===== src/rtl/float64_sig_sub_pkg.sv =====
// Shared float64 field definitions, special constants, FSM encoding and
// helpers used by the magnitude-subtract datapath.
package float64_sig_sub_pkg;

  localparam int EXP_W  = 11;
  localparam int FRAC_W = 52;
  localparam logic [EXP_W-1:0] EXP_MAX     = 11'h7FF;
  localparam logic [63:0]      DEFAULT_NAN = 64'h7FFF_FFFF_FFFF_FFFF;
  localparam logic [63:0]      QUIET_MASK  = 64'h0008_0000_0000_0000;

  typedef enum logic [1:0] {
    ST_IDLE,
    ST_CALC,
    ST_DONE
  } state_e;

  // Subnormals behave as if their exponent were 1 (no hidden bit).
  function automatic logic [EXP_W-1:0] effExp(input logic [EXP_W-1:0] e);
    return (e == '0) ? 11'd1 : e;
  endfunction

  // Hidden bit lands on bit 62, leaving 10 guard bits below the fraction.
  function automatic logic [63:0] alignSig(input logic [EXP_W-1:0] e,
                                           input logic [FRAC_W-1:0] f);
    return {1'b0, (e != '0), f, 10'b0};
  endfunction

  function automatic logic [6:0] clz64(input logic [63:0] x);
    logic [6:0] n;
    logic       found;
    n     = 7'd64;
    found = 1'b0;
    for (int i = 63; i >= 0; i--) begin
      if (!found && x[i]) begin
        n     = 7'(63 - i);
        found = 1'b1;
      end
    end
    return n;
  endfunction

  function automatic logic [63:0] shiftRightJam64(input logic [63:0] x,
                                                  input logic [6:0]  cnt);
    logic [63:0] res;
    logic [63:0] lostMask;
    lostMask = ~(64'hFFFF_FFFF_FFFF_FFFF << cnt);
    if (cnt == 7'd0) begin
      res = x;
    end else if (cnt >= 7'd64) begin
      res = {63'b0, |x};
    end else begin
      res = (x >> cnt) | {63'b0, |(x & lostMask)};
    end
    return res;
  endfunction

endpackage


===== src/rtl/float64_sig_sub_core.sv =====
// Combinational |a| - |b| with NaN/infinity handling, normalisation and
// round-to-nearest-even packing, bit-compatible with SoftFloat subFloat64Sigs.
module float64_sig_sub_core
  import float64_sig_sub_pkg::*;
#(
  parameter logic [63:0] DefaultNan = DEFAULT_NAN
) (
  input  logic [63:0] a_i,
  input  logic [63:0] b_i,
  input  logic        zSign_i,
  output logic [63:0] z_o
);

  logic [EXP_W-1:0]  expA, expB, bigExp, smallExp, expDiff, packExp;
  logic [FRAC_W-1:0] fracA, fracB;
  logic              aNaN, bNaN, aSnan, aInf, bInf, aBigger, resSign, overflow;
  logic [63:0]       bigSig, smallSig, diffSig, normSig, subSig, sumChk, roundSum, packed64;
  logic [6:0]        jamCnt, shiftCnt;
  logic signed [12:0] zExp, negExp;
  logic [9:0]        roundBits;
  logic [53:0]       mant;

  assign expA  = a_i[62:52];
  assign expB  = b_i[62:52];
  assign fracA = a_i[51:0];
  assign fracB = b_i[51:0];
  assign aNaN  = (expA == EXP_MAX) && (fracA != '0);
  assign bNaN  = (expB == EXP_MAX) && (fracB != '0);
  assign aSnan = aNaN && !fracA[51];
  assign aInf  = (expA == EXP_MAX) && (fracA == '0);
  assign bInf  = (expB == EXP_MAX) && (fracB == '0);

  // Finite datapath first, then the special cases override it by priority.
  always_comb begin
    aBigger  = a_i[62:0] > b_i[62:0];
    resSign  = aBigger ? zSign_i : ~zSign_i;
    bigExp   = aBigger ? effExp(expA) : effExp(expB);
    smallExp = aBigger ? effExp(expB) : effExp(expA);
    bigSig   = aBigger ? alignSig(expA, fracA) : alignSig(expB, fracB);
    smallSig = aBigger ? alignSig(expB, fracB) : alignSig(expA, fracA);
    expDiff  = bigExp - smallExp;
    jamCnt   = (expDiff > 11'd127) ? 7'd127 : expDiff[6:0];
    diffSig  = bigSig - shiftRightJam64(smallSig, jamCnt);
    shiftCnt = clz64(diffSig) - 7'd1;
    normSig  = diffSig << shiftCnt;
    zExp     = $signed({2'b00, bigExp}) - 13'sd1 - $signed({6'b0, shiftCnt});
    sumChk   = normSig + 64'h200;
    overflow = (zExp > 13'sd2045) || ((zExp == 13'sd2045) && sumChk[63]);
    negExp   = -zExp;
    if (zExp < 13'sd0) begin
      subSig  = shiftRightJam64(normSig, negExp[6:0]);
      packExp = '0;
    end else begin
      subSig  = normSig;
      packExp = zExp[10:0];
    end
    roundBits = subSig[9:0];
    roundSum  = subSig + 64'h200;
    mant      = roundSum[63:10];
    if (roundBits == 10'h200) mant[0] = 1'b0;
    if (mant == '0) packExp = '0;
    // Addition lets a rounding carry out of the significand bump the exponent.
    packed64 = {resSign, 63'b0} + {1'b0, packExp, 52'b0} + {10'b0, mant};

    if (aNaN || bNaN) begin
      if (aNaN) z_o = (aSnan && bNaN) ? (b_i | QUIET_MASK) : (a_i | QUIET_MASK);
      else      z_o = b_i | QUIET_MASK;
    end else if (aInf && bInf) begin
      z_o = DefaultNan;
    end else if (aInf) begin
      z_o = {zSign_i, EXP_MAX, 52'b0};
    end else if (bInf) begin
      z_o = {~zSign_i, EXP_MAX, 52'b0};
    end else if (a_i[62:0] == b_i[62:0]) begin
      z_o = 64'h0;
    end else if (overflow) begin
      z_o = {resSign, EXP_MAX, 52'b0};
    end else begin
      z_o = packed64;
    end
  end

endmodule


===== src/rtl/float64_sig_sub.sv =====
// Handshaked wrapper: captures operands on ap_start, waits LATENCY cycles
// through the FSM and presents the registered difference with a done pulse.
module float64_sig_sub
  import float64_sig_sub_pkg::*;
#(
  parameter int          LATENCY     = 3,
  parameter logic [63:0] DEFAULT_NAN = float64_sig_sub_pkg::DEFAULT_NAN
) (
  input  logic        ap_clk,
  input  logic        ap_rst_n,
  input  logic        ap_start,
  output logic        ap_done,
  output logic        ap_idle,
  output logic        ap_ready,
  input  logic [63:0] a,
  input  logic [63:0] b,
  input  logic        zSign,
  output logic [63:0] ap_return,
  input  logic [7:0]  working_key
);

  localparam int CalcLast = (LATENCY > 1) ? LATENCY - 2 : 0;

  state_e      state_q;
  logic [15:0] cnt_q;
  logic [63:0] aOp_q, bOp_q, result_q, result_d, coreA, coreB;
  logic        zSign_q, done_q, ready_q, coreZSign, unusedKey;

  assign unusedKey = ^working_key;

  // With a single-cycle latency the result is formed straight from the inputs.
  assign coreA     = (LATENCY == 1) ? a : aOp_q;
  assign coreB     = (LATENCY == 1) ? b : bOp_q;
  assign coreZSign = (LATENCY == 1) ? zSign : zSign_q;

  float64_sig_sub_core #(
    .DefaultNan(DEFAULT_NAN)
  ) u_core (
    .a_i    (coreA),
    .b_i    (coreB),
    .zSign_i(coreZSign),
    .z_o    (result_d)
  );

  always_ff @(posedge ap_clk or negedge ap_rst_n) begin
    if (!ap_rst_n) begin
      state_q  <= ST_IDLE;
      cnt_q    <= '0;
      aOp_q    <= '0;
      bOp_q    <= '0;
      zSign_q  <= 1'b0;
      done_q   <= 1'b0;
      ready_q  <= 1'b0;
      result_q <= '0;
    end else begin
      done_q  <= 1'b0;
      ready_q <= 1'b0;
      unique case (state_q)
        ST_IDLE: begin
          if (ap_start) begin
            aOp_q   <= a;
            bOp_q   <= b;
            zSign_q <= zSign;
            cnt_q   <= '0;
            if (LATENCY == 1) begin
              state_q  <= ST_DONE;
              done_q   <= 1'b1;
              ready_q  <= 1'b1;
              result_q <= result_d;
            end else begin
              state_q <= ST_CALC;
            end
          end
        end
        ST_CALC: begin
          if (cnt_q == 16'(CalcLast)) begin
            state_q  <= ST_DONE;
            done_q   <= 1'b1;
            ready_q  <= 1'b1;
            result_q <= result_d;
          end else begin
            cnt_q <= cnt_q + 16'd1;
          end
        end
        ST_DONE: state_q <= ST_IDLE;
        default: state_q <= ST_IDLE;
      endcase
    end
  end

  assign ap_done   = done_q;
  assign ap_ready  = ready_q;
  assign ap_return = result_q;
  assign ap_idle   = (state_q == ST_IDLE) && !ap_start;

endmodule


===== config.mk =====
export PLATFORM = sky130hd
export DESIGN_NAME = float64_sig_sub
export DESIGN_NICKNAME = d
export VERILOG_FILES = /design/src/rtl/float64_sig_sub_pkg.sv /design/src/rtl/float64_sig_sub_core.sv /design/src/rtl/float64_sig_sub.sv
export SDC_FILE = /design/constraint.sdc
export NUM_CORES = 2
export LEC_CHECK = 0
export ABC_AREA = 1
export ABC_CLOCK_PERIOD_IN_PS = 20400
export CAP_MARGIN = 10
export CORE_MARGIN = 2
export CORE_UTILIZATION = 45
export DETAILED_ROUTE_END_ITERATION = 12
export MAX_ROUTING_LAYER = met4
export PLACE_DENSITY_LB_ADDON = 0.08
export SYNTH_ARGS = -nofsm -noshare
export SYNTH_HDL_FRONTEND = slang
export SYNTH_HIERARCHICAL = 1
export SYNTH_SLANG_ARGS = --single-unit

===== constraint.sdc =====
create_clock -name ap_clk -period 20.4 [get_ports ap_clk]
set_input_delay 6.12 -clock ap_clk [delete_from_list [all_inputs] [get_ports ap_clk]]
set_output_delay 6.12 -clock ap_clk [all_outputs]
set_load 0.005 [all_outputs]

### Word level (Yosys, flattened, before mapping)

Index checks and enable logic that the tools add are counted.
W data, S select, Z words.

* input bits: 140
* flip-flop bits (word level): 212

* order comparisons: 6
* reductions and logical operators: 160
* bitwise operators: 7
* add/sub/neg operators: 11
* mux-type cells: 159
* equality and inequality tests: 10
* shift-type cells: 5

Operators with widths (number)
* $mux W64: 13
* $mux W7: 65
* $reduce_or A64 Y1: 4
* $add A64 B10 Y64 const B: 2
* $and A64 B64 Y64: 2
* $not A64 Y64: 2
* $or A64 B1 Y64: 2
* $shl A64 B7 Y64 const A: 2
* $shr A64 B7 Y64: 2
* $mux W63: 2
* $logic_not A52 Y1: 2
* $reduce_bool A52 Y1: 2
* $logic_and A1 B1 Y1: 72
* $mux W1: 67
* $mux W11: 6
* $logic_not A1 Y1: 65
* $add A64 B54 Y64: 1
* $add A64 B63 Y64: 1
* $shl A64 B7 Y64: 1
* $sub A64 B64 Y64: 1
* $eq A63 B63 Y1: 1
* $gt A63 B63 Y1: 1
* $logic_not A54 Y1: 1
* $mux W16: 2
* 28 further kinds: 39

### Longest topological paths before layout

* word-level depth: 227
* depth in mapped cells: 156
* depth with buffers taken out: 146

### By module

The synthesis kept the hierarchy.

By module, submodules not included
* float64_sig_sub_core: area each 35282.6 um^2, cells each 6512, times used 1, seq. area each 0.0 um^2
* float64_sig_sub: area each 8773.4 um^2, cells each 722, times used 1, seq. area each 5305.1 um^2

### Worst setup path before layout

No wires, ideal clock.

* path type: register -> register
* start point: register aOp_q[32]
* end point: register result_q[62], in the netlist ap_return[62]
* library setup time: 0.117 ns
* setup slack: 2.014 ns
* clock period less this slack: 18.386 ns
* cell stages (with the launch flop): 135
* arrival: 18.269 ns
* buffers on the path: 14
* cell sequence: dfrtp_1 ha_1 nand4_1 nor4_1 nand3b_2 nand2_4 buf_2 clkbuf_1 clkbuf_1 clkbuf_8 clkbuf_1 clkbuf_1 nand2_1 o21ai_0 ha_1 inv_1 o21ai_0 a21oi_1 (+99 left out) nor2_2 nand2_2 buf_6 nand2_4 nor2_1 ha_1 inv_1 fa_1 inv_1 nand4_1 nor2_2 nand2_1 nand3_1 nand3_1 nand2_1 nand2_1 inv_1 o21ai_2

* cells in the longest elaborated chain, start to end: 226
* elaborated cells between the ends (all ways): 321

RTL lines
* start: declaration: RTL line float64_sig_sub.sv:26 `logic [63:0] aOp_q, bOp_q, result_q, result_d, coreA, coreB;`
* start signal: assignment: RTL line float64_sig_sub.sv:49 `aOp_q <= '0;`
* start signal: assignment: RTL line float64_sig_sub.sv:61 `aOp_q <= a;`
* $gt A63 B63 Y1: RTL line float64_sig_sub_core.sv:35 `aBigger = a_i[62:0] > b_i[62:0];`
* $mux W11 (on tied branches): RTL line float64_sig_sub_core.sv:37, float64_sig_sub_core.sv:38
* $sub A11 B11 Y11: RTL line float64_sig_sub_core.sv:41 `expDiff = bigExp - smallExp;`
* $gt A11 B7 Y1: RTL line float64_sig_sub_core.sv:42 `jamCnt = (expDiff > 11'd127) ? 7'd127 : expDiff[6:0];`
* $mux W7: RTL line float64_sig_sub_core.sv:42
* $shl A64 B7 Y64: RTL line float64_sig_sub_pkg.sv:46 `lostMask = ~(64'hFFFF_FFFF_FFFF_FFFF << cnt);`
* $not A64 Y64: RTL line float64_sig_sub_pkg.sv:46
* $and A64 B64 Y64: RTL line float64_sig_sub_pkg.sv:52 `res = (x >> cnt) | {63'b0, |(x & lostMask)};`
* (+211 left out)
* $add A64 B54 Y64: RTL line float64_sig_sub_core.sv:63 `packed64 = {resSign, 63'b0} + {1'b0, packExp, 52'b0} + {10'b0, mant};`
* $mux W64: RTL line float64_sig_sub_core.sv:76 `end else if (overflow) begin`
* $mux W64: RTL line float64_sig_sub_core.sv:74 `end else if (a_i[62:0] == b_i[62:0]) begin`
* $mux W64: RTL line float64_sig_sub_core.sv:72 `end else if (bInf) begin`
* $mux W64: RTL line float64_sig_sub_core.sv:70 `end else if (aInf) begin`
* $mux W64: RTL line float64_sig_sub_core.sv:68 `end else if (aInf && bInf) begin`
* $mux W64 (*): RTL line float64_sig_sub_core.sv:65 `if (aNaN || bNaN) begin`
* via result_d[62]: RTL line float64_sig_sub.sv:26
* end signal: assignment: RTL line float64_sig_sub.sv:69 `result_q <= result_d;`
* end signal: assignment: RTL line float64_sig_sub.sv:80 `result_q <= result_d;`
* end: declaration: RTL line float64_sig_sub.sv:26

Mark *: on every way through the listed nets, which the timed path passes. The rest lies on a longest branch.
A chain may end at the register's enable or synchronous reset.

### Worst setup path after layout

* start point: register bOp_q[36]
* end point: register result_q[57], in the netlist ap_return[57]

* cells in the longest elaborated chain, start to end: 226
* elaborated cells between the ends (all ways): 320

RTL lines
* start: declaration: RTL line float64_sig_sub.sv:26
* start signal: assignment: RTL line float64_sig_sub.sv:50 `bOp_q <= '0;`
* start signal: assignment: RTL line float64_sig_sub.sv:62 `bOp_q <= b;`
* $gt A63 B63 Y1: RTL line float64_sig_sub_core.sv:35
* $mux W11 (on tied branches): RTL line float64_sig_sub_core.sv:37, float64_sig_sub_core.sv:38
* $sub A11 B11 Y11: RTL line float64_sig_sub_core.sv:41
* $gt A11 B7 Y1: RTL line float64_sig_sub_core.sv:42
* $mux W7: RTL line float64_sig_sub_core.sv:42
* $shl A64 B7 Y64: RTL line float64_sig_sub_pkg.sv:46
* $not A64 Y64: RTL line float64_sig_sub_pkg.sv:46
* $and A64 B64 Y64: RTL line float64_sig_sub_pkg.sv:52
* (+211 left out)
* $add A64 B54 Y64: RTL line float64_sig_sub_core.sv:63
* $mux W64: RTL line float64_sig_sub_core.sv:76
* $mux W64: RTL line float64_sig_sub_core.sv:74
* $mux W64: RTL line float64_sig_sub_core.sv:72
* $mux W64: RTL line float64_sig_sub_core.sv:70
* $mux W64: RTL line float64_sig_sub_core.sv:68
* $mux W64 (*): RTL line float64_sig_sub_core.sv:65
* via result_d[57]: RTL line float64_sig_sub.sv:26

Marked as above.

==> metrics <==
status=finished, final reports clean; vias in the first global route=48.2k; max incr delay on CP=0.51 ns; Final Non-Filler Cells=8588; asr flop ratio synth=100%; clock-pin slew on the worst setup and hold paths=0.08 ns; element type at the critical path start=flop; sequential area share after synthesis=12.0%; Cell Rows=114; most frequent CP cell=nand2_1; CTS Hold Bufs=0; Ys Warns=6; Hold Crit Class=flop to flop; clk_skew=0.0427 ns; Clock Tree Root=clkbuf_16; DP Wirelength=182000 microns; Initial Util=45.5%; Hold Path End=ap_return[5]$_DFFE_PN0P_; Antenna Nets Post-Route=0; count of buffer and inverter cells on the critical path=17; slack of the critical path=0.996 ns; Placed Instances=8491; actual slew at the worst max-slew pin=1.23 ns; max-slew violation count=0; Top delay family on crit path=simple AND/OR/NAND/NOR gates; die area=0.100 sq mm; fmax=51.5 MHz; first-pass GRT wire length=324000 microns; htree depth=1; min Tclk post-route=19.40 ns; Clock Latency Late Sink=0.58 ns; FF-to-FF End=ap_return[57]$_DFFE_PN0P_; drt pass-1 iters=7; Main synth FF type=dfrtp_1; period utilisation layout=95.1%; syn avg cell area=6.09 sq um; IO Pins=207; fin area=0.0476 sq mm; vias=53.8k; chip height=317 microns; Routed WL=228000 microns; CTS tree=done; internal reg-to-reg setup slack=1.0 ns; Nets=7577; die width=317 microns; area grow syn2layout=7.97%; GP Congestion=1.16; Crit Path Category=flop to flop; relative slew slack=17.1%; flops & latches, synth=212; largest net degree at the start of global routing=107; drt wl/cell=26.5 microns; total CTS buffers=24; crit path max fanout=24; WP data required=20.84 ns; Final Hold Fails=0; clk sink count=212; Max clock buf depth=3; drt drc=0; critical path's slowest cell=fa_1; GRT Total Usage=44.7%; HP Start=ap_return[5]$_DFFE_PN0P_; total grt overflow=0; max_cap viols=0; post-DR vias/cell=6.26; post-route setup TNS=0 ns; Critical Path End Type=flop; worst r2r path cells=117; Setup WS pre-CTS=-0.0184 ns; core area=0.0969 sq mm; Fillers=10.4k; initial antenna violation count=8; R2R Path Start=bOp_q[36]$_DFFE_PN0P_; Post-Syn Nets=7524; final setup violating endpoints=0; Post-Syn Area=0.0441 sq mm; Port Buf Inserts=198; WP data arrival=19.84 ns; DR iter-0 viols=8094; Synth Instances=7234; placed inst area=0.0455 sq mm; Netlist cell types=85; layout cells sized above 1=16.9%; Post-synth EDFFs=0; Hold Crit Depth=2
[per-layer routing]
metal / track usage, % / share of wire, %
met1: 56.2 / 40
met2: 66.7 / 43
met3: 6.94 / 9.5
met4: 28.4 / 7.9
met5: - / 0
[per-stage QoR]
step | hold slack [ns] | util [%]
after global routing | 0.505 | 49.1
after global placement | 0.464 | 47.0
after detailed placement | 0.467 | 47.0
final | 0.481 | 49.1
after floorplan | 0.478 | -
after CTS | 0.482 | 47.8
[area by class of cell]
cell class                 count  area [sq um]  share of cell area [%]
multi-input combinational   6004         33600                    70.6
sequential                   212          5310                    11.2
timing repair buffer         394          3750                    7.89
inverter                     651          2500                    5.25
tap                         1276          1600                    3.36
clock buffer                  29           639                    1.34
clock inverter                15           184                   0.387
antenna                        7          17.5                  0.0368
[worst register-to-register path: cells and delay by family, from the launching register on]
family | cells | cell delay (ns)
AND/OR/NAND/NOR | 80 | 11.47
adder cells (fa/ha/maj) | 8 | 3.00
buffers and inverters | 17 | 2.44
AO/OA/AOI/OAI | 11 | 1.75
flip-flops | 1 | 0.42
XOR/XNOR | 1 | 0.16
[kinds of logic (layout without fill, tap and decap cells)]
logic type                 count (synthesis)  after routing  share of synthesized area, %
and+or+nand+nor                         4737           4740                          53.2
buffers and inverters                   1021           1089                          13.5
AOI/OAI and AO/OA                        898            898                          11.8
DFF                                      212            212                          12.0
adders and majority gates                150            150                          4.31
muxes                                    129            129                          3.30
xor gates and xnor gates                  87             87                          1.81
other                                      0              7                             0
[state kept, by name (all words and copies together) (netlist names)]
| signal | cells |
|---|---|
| aOp_q | 64 |
| ap_ready | 1 |
| ap_return | 64 |
| bOp_q | 64 |
| cnt_q | 16 |
| coreZSign | 1 |
| state_q | 2 |
[cell usage after synthesis, drive strengths merged, types with 4 or more instances]
master	number	area, sq um
a211oi	11	82.6
a21boi	8	67.6
a21o	9	67.6
a21oi	255	1320
a311oi	4	35.0
a31oi	23	144
and2	4	25.0
and3	8	53.8
buf	172	1610
clkbuf	197	1890
clkinv	12	56.3
dfrtp	212	5310
ha	147	1840
inv	639	2410
mux2	129	1450
nand2	2059	8380
nand3	1785	10200
nand3b	10	78.8
nand4	182	1290
nor2	558	2600
nor3	49	255
nor3b	6	45.0
nor4	67	419
o2111ai	5	43.8
o211ai	21	158
o21a	14	105
o21ai	498	2790
o21bai	11	86.3
o22ai	11	75.1
o31ai	8	60.1
or2	6	37.5
xnor2	26	246
xor2	61	549
[worst max-delay path by stage]
| stage | slack, ns | startpoint | cells after the start | end |
|---|---|---|---|---|
| 5_1_grt | -0.07 | bOp_q[13]$_DFFE_PN0P_ | 134 | ap_return[62]$_DFFE_PN0P_ |
| 3_5_place_dp | -0.02 | bOp_q[47]$_DFFE_PN0P_ | 130 | ap_return[62]$_DFFE_PN0P_ |
| 3_3_place_gp | 0.15 | bOp_q[42]$_DFFE_PN0P_ | 127 | ap_return[62]$_DFFE_PN0P_ |
| 4_1_cts | 0.06 | bOp_q[50]$_DFFE_PN0P_ | 129 | ap_return[62]$_DFFE_PN0P_ |
| 2_1_floorplan | 2.01 | aOp_q[32]$_DFFE_PN0P_ | 134 | ap_return[62]$_DFFE_PN0P_ |
| 6_report | 1.0 | bOp_q[36]$_DFFE_PN0P_ | 117 | ap_return[57]$_DFFE_PN0P_ |
[layout by cell type (no fill, tap or decap), types with 10 or more instances in the layout]
cell,n
a211oi_1,10
a21oi_1,224
a21oi_2,28
a31oi_1,20
buf_12,14
buf_4,168
clkbuf_16,27
clkdlybuf4s50_1,197
dfrtp_1,210
ha_1,135
inv_1,592
inv_2,39
mux2_2,129
nand2_1,1864
nand2_2,159
nand2_4,33
nand3_1,1506
nand3_2,270
nand4_1,163
nand4_2,15
nor2_1,416
nor2_2,101
nor2_4,37
nor3_1,45
nor4_1,64
o211ai_1,21
o21a_1,14
o21ai_0,357
o21ai_1,51
o21ai_2,86
o21bai_1,10
xnor2_1,25
xor2_1,55
[timing repair]
item / in CTS / in global routing
setup buffers: 1 / 38
pin swaps: 1 / 26
gates cloned: 0 / 7
endpoints found under the setup margin: 6 / 63
resized for setup: 3 / 206
Power is not shown: default switching activity piles up to over one toggle a cycle in this logic, so the estimate is an artifact.
